$ cat config.mk
export PLATFORM = sky130hd
export DESIGN_NAME = mem_stage_flat
export DESIGN_NICKNAME = d
export VERILOG_FILES = /design/src/rtl/mem_stage_if.sv /design/src/rtl/mem_stage.sv /design/src/flat_wrapper.sv
export SDC_FILE = /design/constraint.sdc
export NUM_CORES = 1
export LEC_CHECK = 0
export ABC_AREA = 1
export CAP_MARGIN = 20
export CORE_MARGIN = 4
export CORE_UTILIZATION = 41
export DETAILED_ROUTE_END_ITERATION = 16
export GPL_TIMING_DRIVEN = 0
export HOLD_SLACK_MARGIN = 0.08
export PLACE_DENSITY = 0.77
export SLEW_MARGIN = 20
export SYNTH_ARGS = -nofsm -noshare
export SYNTH_HDL_FRONTEND = slang
export SYNTH_SLANG_ARGS = --single-unit
$ cat constraint.sdc
create_clock -name clk -period 1.3 [get_ports clk]
set_clock_uncertainty 0.05 [all_clocks]
set_input_delay 0.195 -clock clk [delete_from_list [all_inputs] [get_ports clk]]
set_output_delay 0.195 -clock clk [all_outputs]
set_load 0.1 [all_outputs]
$ cat src/rtl/mem_stage_if.sv
// Data-memory request/stall/done bus between the memory stage (master) and the data memory (slave).
`timescale 1ns/1ps
interface mem_stage_if #(
    parameter int DATA_W = 16
);
    logic [DATA_W-1:0] mem_addr;
    logic [DATA_W-1:0] mem_data_in;
    logic              mem_rd;
    logic              mem_wr;
    logic              mem_stall;
    logic              mem_done;
    logic [DATA_W-1:0] mem_data_out;

    // Handshake: a request (mem_rd/mem_wr) is accepted in a cycle where mem_stall=0;
    // mem_done=1 (same cycle for a hit, later for a miss) ends the access with read data valid.
    modport master (
        output mem_addr, mem_data_in, mem_rd, mem_wr,
        input  mem_stall, mem_done, mem_data_out
    );
    modport slave (
        input  mem_addr, mem_data_in, mem_rd, mem_wr,
        output mem_stall, mem_done, mem_data_out
    );
endinterface

$ cat src/rtl/mem_stage.sv
// Memory stage: EX/MEM register, one-at-a-time load/store sequencer against a
// stalling data memory, and the MEM/WB register feeding writeback.
`timescale 1ns/1ps
module mem_stage #(
    parameter int DATA_W  = 16,
    parameter int REG_W   = 3,
    parameter int TIMEOUT = 64
) (
    input  logic              clk,
    input  logic              rst_n,
    input  logic              ex_valid,
    input  logic [DATA_W-1:0] ex_alu_out,
    input  logic [DATA_W-1:0] ex_wr_data,
    input  logic              ex_mem_rd,
    input  logic              ex_mem_wr,
    input  logic              ex_reg_wr,
    input  logic [REG_W-1:0]  ex_wr_reg,
    input  logic              ex_halt,
    output logic              ex_stall,
    mem_stage_if.master       mbus,
    output logic              wb_valid,
    output logic [DATA_W-1:0] wb_data,
    output logic              wb_reg_wr,
    output logic [REG_W-1:0]  wb_wr_reg,
    output logic              wb_halt,
    output logic              err,
    output logic [1:0]        state_dbg
);
    localparam logic [1:0] S_IDLE  = 2'd0;
    localparam logic [1:0] S_ISSUE = 2'd1;
    localparam logic [1:0] S_WAIT  = 2'd2;
    localparam int CNT_W = $clog2(TIMEOUT + 1);

    logic [1:0]        state_q, state_d;
    logic [CNT_W-1:0]  cnt_q, cnt_d;
    logic              err_q, err_d;

    logic              m_valid_q, m_valid_d;
    logic [DATA_W-1:0] m_alu_out_q, m_alu_out_d;
    logic [DATA_W-1:0] m_wr_data_q, m_wr_data_d;
    logic              m_mem_rd_q, m_mem_rd_d;
    logic              m_mem_wr_q, m_mem_wr_d;
    logic              m_reg_wr_q, m_reg_wr_d;
    logic [REG_W-1:0]  m_wr_reg_q, m_wr_reg_d;
    logic              m_halt_q, m_halt_d;

    logic              wb_valid_q, wb_valid_d;
    logic [DATA_W-1:0] wb_data_q, wb_data_d;
    logic              wb_reg_wr_q, wb_reg_wr_d;
    logic [REG_W-1:0]  wb_wr_reg_q, wb_wr_reg_d;
    logic              wb_halt_q, wb_halt_d;

    logic is_store, is_load, m_mem, in_idle, in_issue, in_wait, complete;

    // A valid op with both rd and wr set is handled as a store.
    assign is_store = m_valid_q & m_mem_wr_q;
    assign is_load  = m_valid_q & m_mem_rd_q & ~m_mem_wr_q;
    assign m_mem    = is_store | is_load;
    assign in_idle  = (state_q == S_IDLE);
    assign in_issue = (state_q == S_ISSUE);
    assign in_wait  = (state_q == S_WAIT);
    assign complete = (in_issue & ~mbus.mem_stall & mbus.mem_done) | (in_wait & mbus.mem_done);
    assign ex_stall = m_mem & ~complete;

    assign mbus.mem_addr    = m_valid_q ? m_alu_out_q : '0;
    assign mbus.mem_data_in = m_valid_q ? m_wr_data_q : '0;
    assign mbus.mem_rd      = in_issue & is_load;
    assign mbus.mem_wr      = in_issue & is_store;

    assign wb_valid  = wb_valid_q;
    assign wb_data   = wb_data_q;
    assign wb_reg_wr = wb_valid_q & wb_reg_wr_q;
    assign wb_wr_reg = wb_wr_reg_q;
    assign wb_halt   = wb_valid_q & wb_halt_q;
    assign err       = err_q;
    assign state_dbg = state_q;

    always_comb begin
        state_d     = state_q;
        cnt_d       = cnt_q;
        m_valid_d   = m_valid_q;
        m_alu_out_d = m_alu_out_q;
        m_wr_data_d = m_wr_data_q;
        m_mem_rd_d  = m_mem_rd_q;
        m_mem_wr_d  = m_mem_wr_q;
        m_reg_wr_d  = m_reg_wr_q;
        m_wr_reg_d  = m_wr_reg_q;
        m_halt_d    = m_halt_q;
        if (!ex_stall) begin
            m_valid_d   = ex_valid;
            m_alu_out_d = ex_alu_out;
            m_wr_data_d = ex_wr_data;
            m_mem_rd_d  = ex_mem_rd;
            m_mem_wr_d  = ex_mem_wr;
            m_reg_wr_d  = ex_reg_wr;
            m_wr_reg_d  = ex_wr_reg;
            m_halt_d    = ex_halt;
            state_d     = (ex_valid & (ex_mem_rd | ex_mem_wr)) ? S_ISSUE : S_IDLE;
            cnt_d       = '0;
        end else if (in_issue & ~mbus.mem_stall & ~mbus.mem_done) begin
            state_d = S_WAIT;
            cnt_d   = '0;
        end else if (in_wait & ~mbus.mem_done & (cnt_q != CNT_W'(TIMEOUT))) begin
            cnt_d = cnt_q + 1'b1;
        end

        // Timeout fires on the cycle the counter steps onto TIMEOUT; waiting continues.
        err_d = err_q
              | (m_valid_q & m_mem_rd_q & m_mem_wr_q)
              | (mbus.mem_done & (in_idle | (in_issue & mbus.mem_stall)))
              | (in_wait & ~mbus.mem_done & (cnt_q == CNT_W'(TIMEOUT - 1)));

        wb_valid_d  = (m_valid_q & ~m_mem) | complete;
        wb_data_d   = wb_data_q;
        wb_reg_wr_d = wb_reg_wr_q;
        wb_wr_reg_d = wb_wr_reg_q;
        wb_halt_d   = wb_halt_q;
        if (wb_valid_d) begin
            wb_data_d   = is_load ? mbus.mem_data_out : m_alu_out_q;
            wb_reg_wr_d = m_reg_wr_q & ~is_store;
            wb_wr_reg_d = m_wr_reg_q;
            wb_halt_d   = m_halt_q;
        end
    end

    always_ff @(posedge clk or negedge rst_n) begin
        if (!rst_n) begin
            state_q     <= S_IDLE;
            cnt_q       <= '0;
            err_q       <= 1'b0;
            m_valid_q   <= 1'b0;
            m_alu_out_q <= '0;
            m_wr_data_q <= '0;
            m_mem_rd_q  <= 1'b0;
            m_mem_wr_q  <= 1'b0;
            m_reg_wr_q  <= 1'b0;
            m_wr_reg_q  <= '0;
            m_halt_q    <= 1'b0;
            wb_valid_q  <= 1'b0;
            wb_data_q   <= '0;
            wb_reg_wr_q <= 1'b0;
            wb_wr_reg_q <= '0;
            wb_halt_q   <= 1'b0;
        end else begin
            state_q     <= state_d;
            cnt_q       <= cnt_d;
            err_q       <= err_d;
            m_valid_q   <= m_valid_d;
            m_alu_out_q <= m_alu_out_d;
            m_wr_data_q <= m_wr_data_d;
            m_mem_rd_q  <= m_mem_rd_d;
            m_mem_wr_q  <= m_mem_wr_d;
            m_reg_wr_q  <= m_reg_wr_d;
            m_wr_reg_q  <= m_wr_reg_d;
            m_halt_q    <= m_halt_d;
            wb_valid_q  <= wb_valid_d;
            wb_data_q   <= wb_data_d;
            wb_reg_wr_q <= wb_reg_wr_d;
            wb_wr_reg_q <= wb_wr_reg_d;
            wb_halt_q   <= wb_halt_d;
        end
    end
endmodule

$ cat src/flat_wrapper.sv
// flat-port wrapper written by rule: the top's interface ports become plain ports
module mem_stage_flat 
#(
    parameter int DATA_W  = 16,
    parameter int REG_W   = 3,
    parameter int TIMEOUT = 64
)
  (clk, rst_n, ex_valid, ex_alu_out, ex_wr_data, ex_mem_rd, ex_mem_wr, ex_reg_wr, ex_wr_reg, ex_halt, ex_stall, wb_valid, wb_data, wb_reg_wr, wb_wr_reg, wb_halt, err, state_dbg, mbus_mem_addr, mbus_mem_data_in, mbus_mem_rd, mbus_mem_wr, mbus_mem_stall, mbus_mem_done, mbus_mem_data_out);
  mem_stage_if #(.DATA_W(DATA_W)) mbus_i ();
  input  logic clk;
  input  logic rst_n;
  input  logic ex_valid;
  input  logic [DATA_W-1:0] ex_alu_out;
  input  logic [DATA_W-1:0] ex_wr_data;
  input  logic ex_mem_rd;
  input  logic ex_mem_wr;
  input  logic ex_reg_wr;
  input  logic [REG_W-1:0] ex_wr_reg;
  input  logic ex_halt;
  output logic ex_stall;
  output logic wb_valid;
  output logic [DATA_W-1:0] wb_data;
  output logic wb_reg_wr;
  output logic [REG_W-1:0] wb_wr_reg;
  output logic wb_halt;
  output logic err;
  output logic [1:0] state_dbg;
  output wire logic [$bits(mbus_i.mem_addr)-1:0] mbus_mem_addr;
  output wire logic [$bits(mbus_i.mem_data_in)-1:0] mbus_mem_data_in;
  output wire logic [$bits(mbus_i.mem_rd)-1:0] mbus_mem_rd;
  output wire logic [$bits(mbus_i.mem_wr)-1:0] mbus_mem_wr;
  input wire logic [$bits(mbus_i.mem_stall)-1:0] mbus_mem_stall;
  input wire logic [$bits(mbus_i.mem_done)-1:0] mbus_mem_done;
  input wire logic [$bits(mbus_i.mem_data_out)-1:0] mbus_mem_data_out;
  assign mbus_mem_addr = mbus_i.mem_addr;
  assign mbus_mem_data_in = mbus_i.mem_data_in;
  assign mbus_mem_rd = mbus_i.mem_rd;
  assign mbus_mem_wr = mbus_i.mem_wr;
  assign mbus_i.mem_stall = mbus_mem_stall;
  assign mbus_i.mem_done = mbus_mem_done;
  assign mbus_i.mem_data_out = mbus_mem_data_out;
  mem_stage #(.DATA_W(DATA_W), .REG_W(REG_W), .TIMEOUT(TIMEOUT)) u_core (.clk(clk), .rst_n(rst_n), .ex_valid(ex_valid), .ex_alu_out(ex_alu_out), .ex_wr_data(ex_wr_data), .ex_mem_rd(ex_mem_rd), .ex_mem_wr(ex_mem_wr), .ex_reg_wr(ex_reg_wr), .ex_wr_reg(ex_wr_reg), .ex_halt(ex_halt), .ex_stall(ex_stall), .mbus(mbus_i), .wb_valid(wb_valid), .wb_data(wb_data), .wb_reg_wr(wb_reg_wr), .wb_wr_reg(wb_wr_reg), .wb_halt(wb_halt), .err(err), .state_dbg(state_dbg));
endmodule
Word-level counts from Yosys, hierarchy flattened
Cells that the tools add are included.
- $add $sub $neg: 1
- equal/unequal tests: 6
- multiplexer cells: 9
- bitwise logic cells: 35
- reduce and logical (&&, ||, !) cells: 1
- operators by type and width (kind ; number):
    16-bit two-way mux ; 3
    1-bit AND ; 21
    7-bit two-way mux ; 3
    1-bit bitwise OR ; 8
    7-bit by 1-bit adder with 7-bit output, second input constant ; 1
    7-bit by 6-bit == test with 1-bit output, second input constant ; 1
    7-bit inequality test, second input constant ; 1
    1-bit NOT ; 6
    2-bit two-way mux ; 2
    3-bit by 1-bit inequality test with 1-bit output, second input constant ; 1
    2-bit by 1-bit == test with 1-bit output, second input constant ; 1
    2-bit == test, second input constant ; 1
    2-bit logical NOT ; 1
    2-bit by 1-bit inequality test with 1-bit output, second input constant ; 1
    1-bit two-way mux ; 1
- flip-flop bits (word level): 72
- bits of input ports: 60
- logic and storage cells: 68

Longest topological paths before layout
Gate-level depths: netlist of run 1.
- depth in word-level cells: 7
- mapped depth: 9

Least setup slack after synthesis of run 1
Ideal clock, no wire load.
- path kind: register -> output
- from: register u_core.state_q[0], in the netlist u_core.state_dbg[0]
- to: output mbus_mem_rd
- arrival time: 2354 ps
- required time: 1055 ps
- slack: -1299 ps
- cell stages (with the launch flop): 3
- buffers on the path: 0
- cell sequence: dfrtp_1 nand2_2 nor2_1
- word-level cells in the longest chain between the ends: 2
- RTL lines (what ; RTL line ; text):
    from (decl) ; mem_stage.sv:34 ; logic [1:0] state_q, state_d;
    from (signal assigned) ; mem_stage.sv:145 ; state_q <= state_d;
    2-bit by 1-bit == test with 1-bit output ; mem_stage.sv:60 ; assign in_issue = (state_q == S_ISSUE);
    1-bit AND ; mem_stage.sv:67 ; assign mbus.mem_rd = in_issue & is_load;
    to (decl) ; flat_wrapper.sv:30 ; output wire logic [$bits(mbus_i.mem_rd)-1:0] mbus_mem_rd;
No other way between the ends.

Worst setup path in the final report of run 1
- from: register u_core.state_q[1], in the netlist u_core.state_dbg[1]
- to: output ex_stall
- word-level cells in the longest chain between the ends: 6
- RTL lines (what ; RTL line ; text):
    2-bit by 1-bit == test with 1-bit output ; mem_stage.sv:60 ;
    1-bit AND (2 in series) ; mem_stage.sv:62 ; assign complete = (in_issue & ~mbus.mem_stall & mbus.mem_done) | (in_wait & mbus.mem_done);
    1-bit bitwise OR * ; mem_stage.sv:62 ;
    1-bit NOT * ; mem_stage.sv:63 ; assign ex_stall = m_mem & ~complete;
    1-bit AND * ; mem_stage.sv:63 ;
    to (decl) ; flat_wrapper.sv:20 ; output logic ex_stall;
Every way passes the cells marked *; elsewhere a longest branch is shown, timed or not.

==> results.ini, run 1 <==
[run_status]
status = complete, but fails checks
violations = setup timing

[die]
io_pins = 120
fp.dieW_um = 101
die_area_mm2 = 0.0101
die_height_um = 101
fp.coreArea_mm2 = 0.00826
fp-row-count = 33
initial_core_util_pct = 42.5

[worst_setup_path]
cp_data_required_time_ps = 1050
timing.rr.start = u_core.state_dbg[1]$_DFFE_PN0P_
cp.arrival_ps = 1600
worstPathMaxFanout = 3
r2r_end = u_core.m_wr_data_q[0]$_DFFE_PN0N_
reg2reg_slack_ps = -430
r2r_cells = 9
worstSetupEndpointType = output port
critPathKind = register to output port
startpoint_type = register

[synthesis]
syn_inst = 468
synth_area_leader_cell = dfrtp_1
synthTopCellsByArea = dfrtp_1 (51%), nand2_1 (18%), inv_1 (9.2%), o21ai_0 (3.4%), nor2_1 (3.4%)
synthFlopType = dfrtp_1
ys_types = 21
yosysSeqAreaShare_pct = 51.3
syn_area_mm2 = 0.00351
async_reset_ff_share_pct = 100
synth.ff_latch_count = 72
synth-edff-count = 0
yosys.area.top_type_share_pct = 51.3
ys_warn_count = 0
syn_area_per_cell_um2 = 7.50
syn_nets = 530

[layout]
nNetsFinal = 691
final_common_cell = nand2_1
multi_input_area_mm2 = 0.00159
diodes = 0
layout-drive-gt1-share_pct = 34.9
layout_common_cells = nand2_1 (132), dfrtp_1 (69), clkdlybuf4s50_1 (58)
final_cells = 739
ff_latch_area_mm2 = 0.00181
fillers = 508
areaGrowthSynthToFinish_pct = 82.0

[global_routing]
grt_pass1_wl_mm = 17.5
grt_pass1_vias = 3586
grt_overflow_total = 0
antenna_found_initial = 0
grt_max_degree = 43
grt.total_usage_pct = 22.1

[detailed_routing]
drt-total-wl_mm = 11.8
wl_per_cell_um = 16.0
drtIter0Drc = 140
viasPerCell = 4.97
dr.pass1.iters = 4
drtAntennaViolNets = 0
vias = 3671
route.detailed.drc = 0

[clock_tree]
cts_tree = yes
root_buffer = clkbuf_8
cts_sinks = 72
cts_max_level = 3
cts_buffer_depth = 2
clock_latency_ps = 350
tritoncts.num_buffers = 9
cts.clk_slew.worst_paths_ps = 80

[sta]
worstMarginPinSlew_ps = 397
rsz0062_at_grt = yes
setup_violations = 112
hold_viol = 0
fmax_mhz = 543
fin_worst_hold_slack_ps = 256
slew_violations = 0
fin_crit_ps = 1840
fin_ws_ps = -540
period_share_pct = 142
relSlewSlack_pct = 73.5

[flow_run]
maxCapViolCount = 0

[placed_design]
dpl.hpwl_mm = 7.61
gp_congestion = 0.899
pre_cts_ws_ps = -1380
io_buffer_count = 119
dp.cells = 693

[hold_path]
hold_class = input port to asynchronous set/reset pin

## per-stage QoR
step	utilization, %	cell area, um2	setup TNS (ps)
finish	77.3	6390	-39480
global route	77.3	6390	-46780
CTS	73.1	6030	-32750
detailed placement	64.5	5330	-71200
global placement	64.3	5310	-245200
floorplan	-	3990	-20100
## cell families after synthesis
family,Yosys count,synth area share [%]
AOI/OAI and AO/OA,60,9.23
adders and majority gates,2,0.713
and+or+nand+nor,226,25.7
DFF,72,51.3
buffers and inverters,108,13.0
## routing by layer
layer | vias to the layer above | track usage, % | part of all wire, % | wire length (um)
li1 | 1731 | - | - | -
met1 | 1771 | 26.9 | 37 | 4400
met2 | 132 | 39.1 | 54 | 6350
met3 | 37 | 3.04 | 5.4 | 637
met4 | 0 | 9.22 | 3.8 | 446
met5 | - | 0 | 0 | 0
## what timing repair did
item | CTS | global route
setup endpoints to repair | 132 | 115
resized for setup | 474 | 52
endpoints found under the hold margin | 30 | 0
pin swaps | 2 | 3
gates cloned | 1 | 4
setup buffers | 15 | 10
hold buffers | 1 | 0
## cell usage after synthesis (3+ instances only)
cell        n
buf_6       4
o21ai_1    12
nor2_1     32
nand3_1    15
dfrtp_1    72
buf_4       3
buf_2       8
clkbuf_1    5
nand4_1     4
o21ai_0    24
o21ai_2     4
nand2_1   171
inv_1      86
a21oi_1    17
## worst max path at each step
stage,startpoint,cells after the start,end
after floorplan,u_core.state_dbg[1]$_DFFE_PN0P_,7,u_core.m_alu_out_q[10]$_DFFE_PN0N_
after global placement,rst_n,1,u_core.wb_valid$_DFF_PN0_
after detailed placement,mbus_mem_done,6,ex_stall
after CTS,u_core.state_dbg[1]$_DFFE_PN0P_,8,ex_stall
after global routing,u_core.state_dbg[1]$_DFFE_PN0P_,8,ex_stall
final,u_core.state_dbg[1]$_DFFE_PN0P_,8,ex_stall
## critical path, cell delays in order, from the launching register on
cell and delay, ps:
dfrtp_4 500, inv_4 90, nand2_8 60, nor2_4 80, nand2_2 80, nand3_4 110
inv_6 40, buf_12 120, buf_12 150
## cell type report
cell class                 instances  share of cell area, %
buffer                            20                   4.29
tap                              105                   2.06
multi-input combinational        288                   24.9
sequential                        72                   28.4
inverter                          88                   7.33
clock inverter                     5                   2.00
clock buffer                      11                   2.21
timing repair buffer             150                   28.8
Power of run 1 is left out: the tool's default activity adds up to more than one toggle a clock period on the data nets, which glitch-free logic cannot reach.
==> run 2, diff against run 1 <==
--- a/config.mk
+++ b/config.mk
@@ -12,7 +12,8 @@
 export DETAILED_ROUTE_END_ITERATION = 16
 export GPL_TIMING_DRIVEN = 0
 export HOLD_SLACK_MARGIN = 0.08
-export PLACE_DENSITY = 0.77
+export PLACE_DENSITY = 0.76
+export REMOVE_ABC_BUFFERS = 1
 export SLEW_MARGIN = 20
 export SYNTH_ARGS = -nofsm -noshare
 export SYNTH_HDL_FRONTEND = slang
==> results.ini, run 2 (synthesized netlist as in run 1, its figures left out) <==
[die]
io_pins = 120  ; unchanged
fp-row-count = 33  ; unchanged
die_area_mm2 = 0.0101  ; unchanged
fp.dieW_um = 101  ; unchanged
fp.coreArea_mm2 = 0.00826  ; unchanged
die_height_um = 101  ; unchanged
initial_core_util_pct = 42.5  ; unchanged

[detailed_routing]
route.detailed.drc = 0  ; unchanged
vias = 3919  ; +6.8%
top_layer = met4
drtIter0Drc = 281  ; +100%
wl_per_cell_um = 18.6  ; +16%
viasPerCell = 5.31  ; +6.9%
drt-total-wl_mm = 13.7  ; +16%
wl_met3_mm = 1.14  ; +79%
dr.pass1.iters = 5  ; +1
met1_length_mm = 5.22  ; +19%
dr_wl_met2_mm = 6.95  ; +9.5%
drtAntennaViolNets = 0  ; unchanged

[hold_path]
hold_class = input port to asynchronous set/reset pin

[sta]
setup_violations = 109  ; -2.7%
hold_viol = 0  ; unchanged
period_share_pct = 136  ; -5.2 points
final.setup.tns_ps = -32780  ; +6700 ps
relSlewSlack_pct = 68.8  ; -4.7 points
slew_violations = 0  ; unchanged
fin_ws_ps = -473  ; +67.3 ps
rsz0062_at_grt = yes
fmax_mhz = 564  ; +3.8%
worstMarginPinSlew_ps = 468  ; +70.5 ps
fin_crit_ps = 1770  ; -67.3 ps

[clock_tree]
root_buffer = clkbuf_8
clock_latency_ps = 350  ; about the same
cts.clk_slew.worst_paths_ps = 80  ; about the same
cts_sinks = 72  ; unchanged
cts_buffer_depth = 2  ; unchanged
cts_max_level = 3  ; unchanged
tritoncts.num_buffers = 9  ; unchanged
cts_tree = yes

[worst_setup_path]
slowest_stage = dfrtp_4
cpMostUsedCell = nand2_4
critPathKind = register to output port
path_cells = buf_6 > nand2_4 > nand2_4 > nand3_4 > inv_12 > buf_16
crit_path_max_incr_delay_ps = 470  ; -30 ps
startpoint_type = register
crit_buf_inv = 3  ; -1
worstSetupEndpointType = output port
cp_data_required_time_ps = 1050  ; about the same
cp_top_family = flip-flops
worstPathMaxFanout = 4  ; +1
cp.arrival_ps = 1530  ; -70 ps

[run_status]
violations = setup timing
status = complete, but fails checks

[placed_design]
io_buffer_count = 119  ; unchanged
dpl.hpwl_mm = 6.15  ; -19%
gp_congestion = 0.775  ; -14%

[layout]
final_common_cell = nand2_1
layout-drive-gt1-share_pct = 33.2  ; -1.7 points
areaGrowthSynthToFinish_pct = 77.4
nNetsFinal = 690  ; -0.14%
diodes = 0  ; unchanged
layout_common_cells = nand2_1 (143), dfrtp_1 (68), inv_1 (58), clkdlybuf4s50_1 (58), buf_12 (37)

[global_routing]
antenna_found_initial = 0  ; unchanged
grt_pass1_vias = 3844  ; +7.2%
grt_overflow_total = 0  ; unchanged
grt_pass1_wl_mm = 19.7  ; +13%
grt.total_usage_pct = 25.9  ; +3.8 points
grt_max_degree = 39  ; -9.3%

[flow_run]
maxCapViolCount = 0  ; unchanged

run 2: area by class of cell:
type                            instances  area (um2)
Fill cell                             533        2030
Timing Repair Buffer                  153        1930
Sequential cell                        72        1810
Multi-Input combinational cell        303        1760
Inverter                               88         348
Tap cell                              105         131
Clock buffer                           10         128
Clock inverter                          6         108
Timing Repair inverter                  1        11.3
run 2: final timing paths:
kind | from | cells past startpoint | to | slack [ps]
setup / recovery | u_core.m_valid_q$_DFFE_PN0N_ | 6 | ex_stall | -470
hold / removal | rst_n | 2 | u_core.m_wr_data_q[12]$_DFFE_PN0N_ | 300
setup reg to reg | u_core.m_valid_q$_DFFE_PN0N_ | 9 | u_core.state_dbg[0]$_DFFE_PN0P_ | -400
hold reg to reg | u_core.m_wr_reg_q[1]$_DFFE_PN0N_ | 2 | u_core.m_wr_reg_q[1]$_DFFE_PN0N_ | 430
max in group asynchronous | rst_n | 3 | u_core.m_valid_q$_DFFE_PN0N_ | 320
min in group clk | ex_reg_wr | 3 | u_core.m_reg_wr_q$_DFFE_PN0N_ | 320
run 2: through the flow:
stage	hold WS (ps)	util, %	setup WS (ps)	std cells	instance area (um2)
global placement	404	57.0	-3070	672	4710
global route	330	75.4	-502	738	6230
detailed placement	134	57.3	-2590	673	4730
finish	302	75.4	-473	738	6230
floorplan	-151	-	-2020	448	3380
CTS	318	71.0	-410	727	5860
run 2: timing repair:
| action | 4_1_cts | 5_1_grt |
|---|---|---|
| pin swaps | 10 | 9 |
| hold buffers | 1 | 0 |
| endpoints found under the setup margin | 132 | 118 |
| gates cloned | 15 | 4 |
| resized for setup | 529 | 87 |
| buffers inserted | 22 | 9 |
| hold endpoints to repair | 34 | 0 |
run 2: metal layers:
metal  vias up  global-route usage [%]
li1       1770                       -
met1      1894                    31.7
met2       219                    43.1
met3        36                    5.33
met4         0                    13.6
met5         -                       0
Power of run 2 is left out for the same reason.
==> run 3, diff against run 2 <==
--- a/config.mk
+++ b/config.mk
@@ -10,7 +10,6 @@
 export CORE_MARGIN = 4
 export CORE_UTILIZATION = 41
 export DETAILED_ROUTE_END_ITERATION = 16
-export GPL_TIMING_DRIVEN = 0
 export HOLD_SLACK_MARGIN = 0.08
 export PLACE_DENSITY = 0.76
 export REMOVE_ABC_BUFFERS = 1
==> results.ini, run 3 (synthesized netlist as in run 1, its figures left out) <==
[run_status]
status = complete, but fails checks
violations = setup timing

[layout]
layout_common_cells = nand2_1 (152), dfrtp_1 (71), buf_12 (70)
final_common_cell = nand2_1
nNetsFinal = 704  ; +2.0%
fillers = 524  ; -1.7%
fin_area_mm2 = 0.00645  ; +3.6%
multi_input_area_mm2 = 0.00142  ; -20%
diodes = 0  ; unchanged
layout-drive-gt1-share_pct = 33.8  ; +0.67 points
ff_latch_area_mm2 = 0.00180  ; -0.35%
areaGrowthSynthToFinish_pct = 83.8

[worst_setup_path]
cp_data_required_time_ps = 1050  ; about the same
cp.arrival_ps = 1420  ; -110 ps
r2r_cells = 9  ; unchanged
critPathKind = register to output port
r2r_end = u_core.wb_data[15]$_DFFE_PN0P_
startpoint_type = register
worstSetupEndpointType = output port
worstPathMaxFanout = 7  ; +3
reg2reg_slack_ps = -280  ; +120 ps
timing.rr.start = u_core.state_dbg[1]$_DFFE_PN0P_

[flow_run]
maxCapViolCount = 0  ; unchanged

[clock_tree]
cts_max_level = 3  ; unchanged
clock_latency_ps = 340  ; about the same
cts_tree = yes
root_buffer = clkbuf_8
cts_sinks = 72  ; unchanged
cts.clk_slew.worst_paths_ps = 80  ; about the same
cts_buffer_depth = 2  ; unchanged
tritoncts.num_buffers = 9  ; unchanged

[sta]
relSlewSlack_pct = 75.8  ; +7.0 points
fmax_mhz = 600  ; +6.4%
fin_ws_ps = -366  ; +107 ps
setup_violations = 108  ; -0.92%
rsz0062_at_grt = yes
slew_violations = 0  ; unchanged
fin_crit_ps = 1670  ; -107 ps
period_share_pct = 128  ; -8.2 points
hold_viol = 0  ; unchanged
worstMarginPinSlew_ps = 363  ; -105 ps

[detailed_routing]
drt-total-wl_mm = 11.7  ; -15%
wl_per_cell_um = 15.5  ; -17%
top_layer = met4
dr.pass1.iters = 5  ; unchanged
drtAntennaViolNets = 0  ; unchanged
viasPerCell = 4.93  ; -7.1%
route.detailed.drc = 0  ; unchanged
drtIter0Drc = 163  ; -42%
vias = 3708  ; -5.4%
met1_length_mm = 4.37  ; -16%
wl_met3_um = 842  ; -26%
dr_wl_met2_mm = 6.11  ; -12%

[placed_design]
dpl.hpwl_mm = 7.64  ; +24%
dpl_cell_area_mm2 = 0.00572  ; +21%
gp_congestion = 0.881  ; +14%
io_buffer_count = 119  ; unchanged

[die]
initial_core_util_pct = 42.5  ; unchanged
fp.coreArea_mm2 = 0.00826  ; unchanged
die_area_mm2 = 0.0101  ; unchanged
io_pins = 120  ; unchanged
fp.dieW_um = 101  ; unchanged
fp-row-count = 33  ; unchanged
die_height_um = 101  ; unchanged

[hold_path]
hold_class = input port to asynchronous set/reset pin

[global_routing]
grt_overflow_total = 0  ; unchanged
grt.total_usage_pct = 21.8  ; -4.1 points
grt_pass1_wl_mm = 17.3  ; -12%
grt_max_degree = 31  ; -21%
grt_pass1_vias = 3640  ; -5.3%
antenna_found_initial = 0  ; unchanged

## run 3: area by class of cell
type	instances	area share [%]
repair buffers	183	39.5
flip-flops and latches	72	28.0
multi-input cells	288	21.9
inverters	88	5.47
clock buffers	11	2.19
well taps	105	2.04
clock inverters	5	0.873
## run 3: what timing repair did
item	4_1_cts	5_1_grt
buffers inserted	7	6
gates cloned	2	6
pin swaps	2	3
resized for setup	68	52
hold buffers	1	0
hold endpoints to repair	72	0
setup endpoints to repair	108	112
## run 3: how the worst max path moves through the flow
stage                                          startpoint          end  cells after the start  slack, ps
final                        u_core.m_valid_q$_DFFE_PN0N_     ex_stall                      5       -370
after global routing        u_core.m_mem_rd_q$_DFFE_PN0N_     ex_stall                      5       -400
after CTS                 u_core.state_dbg[1]$_DFFE_PN0P_     ex_stall                      7       -340
after detailed placement                    mbus_mem_done     ex_stall                      6       -400
after global placement                      mbus_mem_done     ex_stall                      6       -380
after floorplan              u_core.m_valid_q$_DFFE_PN0N_  mbus_mem_rd                      2      -2020
## run 3: per-stage QoR
stage               setup slack [ps]  hold WS, ps  instances  setup TNS [ps]  util [%]
global placement                -376         72.2        716          -19910      69.3
CTS                             -338          251        741          -21140      74.7
global route                    -396          277        752          -31040      78.1
finish                          -366          250        752          -26190      78.1
detailed placement              -403         72.4        716          -22060      69.3
floorplan                      -2020         -151        448          -97950         -
## run 3: critical path: stages, from the launching register on
cell     delay (ps)
dfrtp_2         450
nand2_1         120
nand2_2         130
nand3_4         120
inv_8           100
buf_12          170
## run 3: routing by layer
| layer | vias to the layer above | global-route usage [%] |
|---|---|---|
| li1 | 1751 | - |
| met4 | 0 | 9.74 |
| met1 | 1779 | 24.9 |
| met3 | 29 | 4.78 |
| met2 | 149 | 38.8 |
| met5 | - | 0 |
Power of run 3 is left out for the same reason.
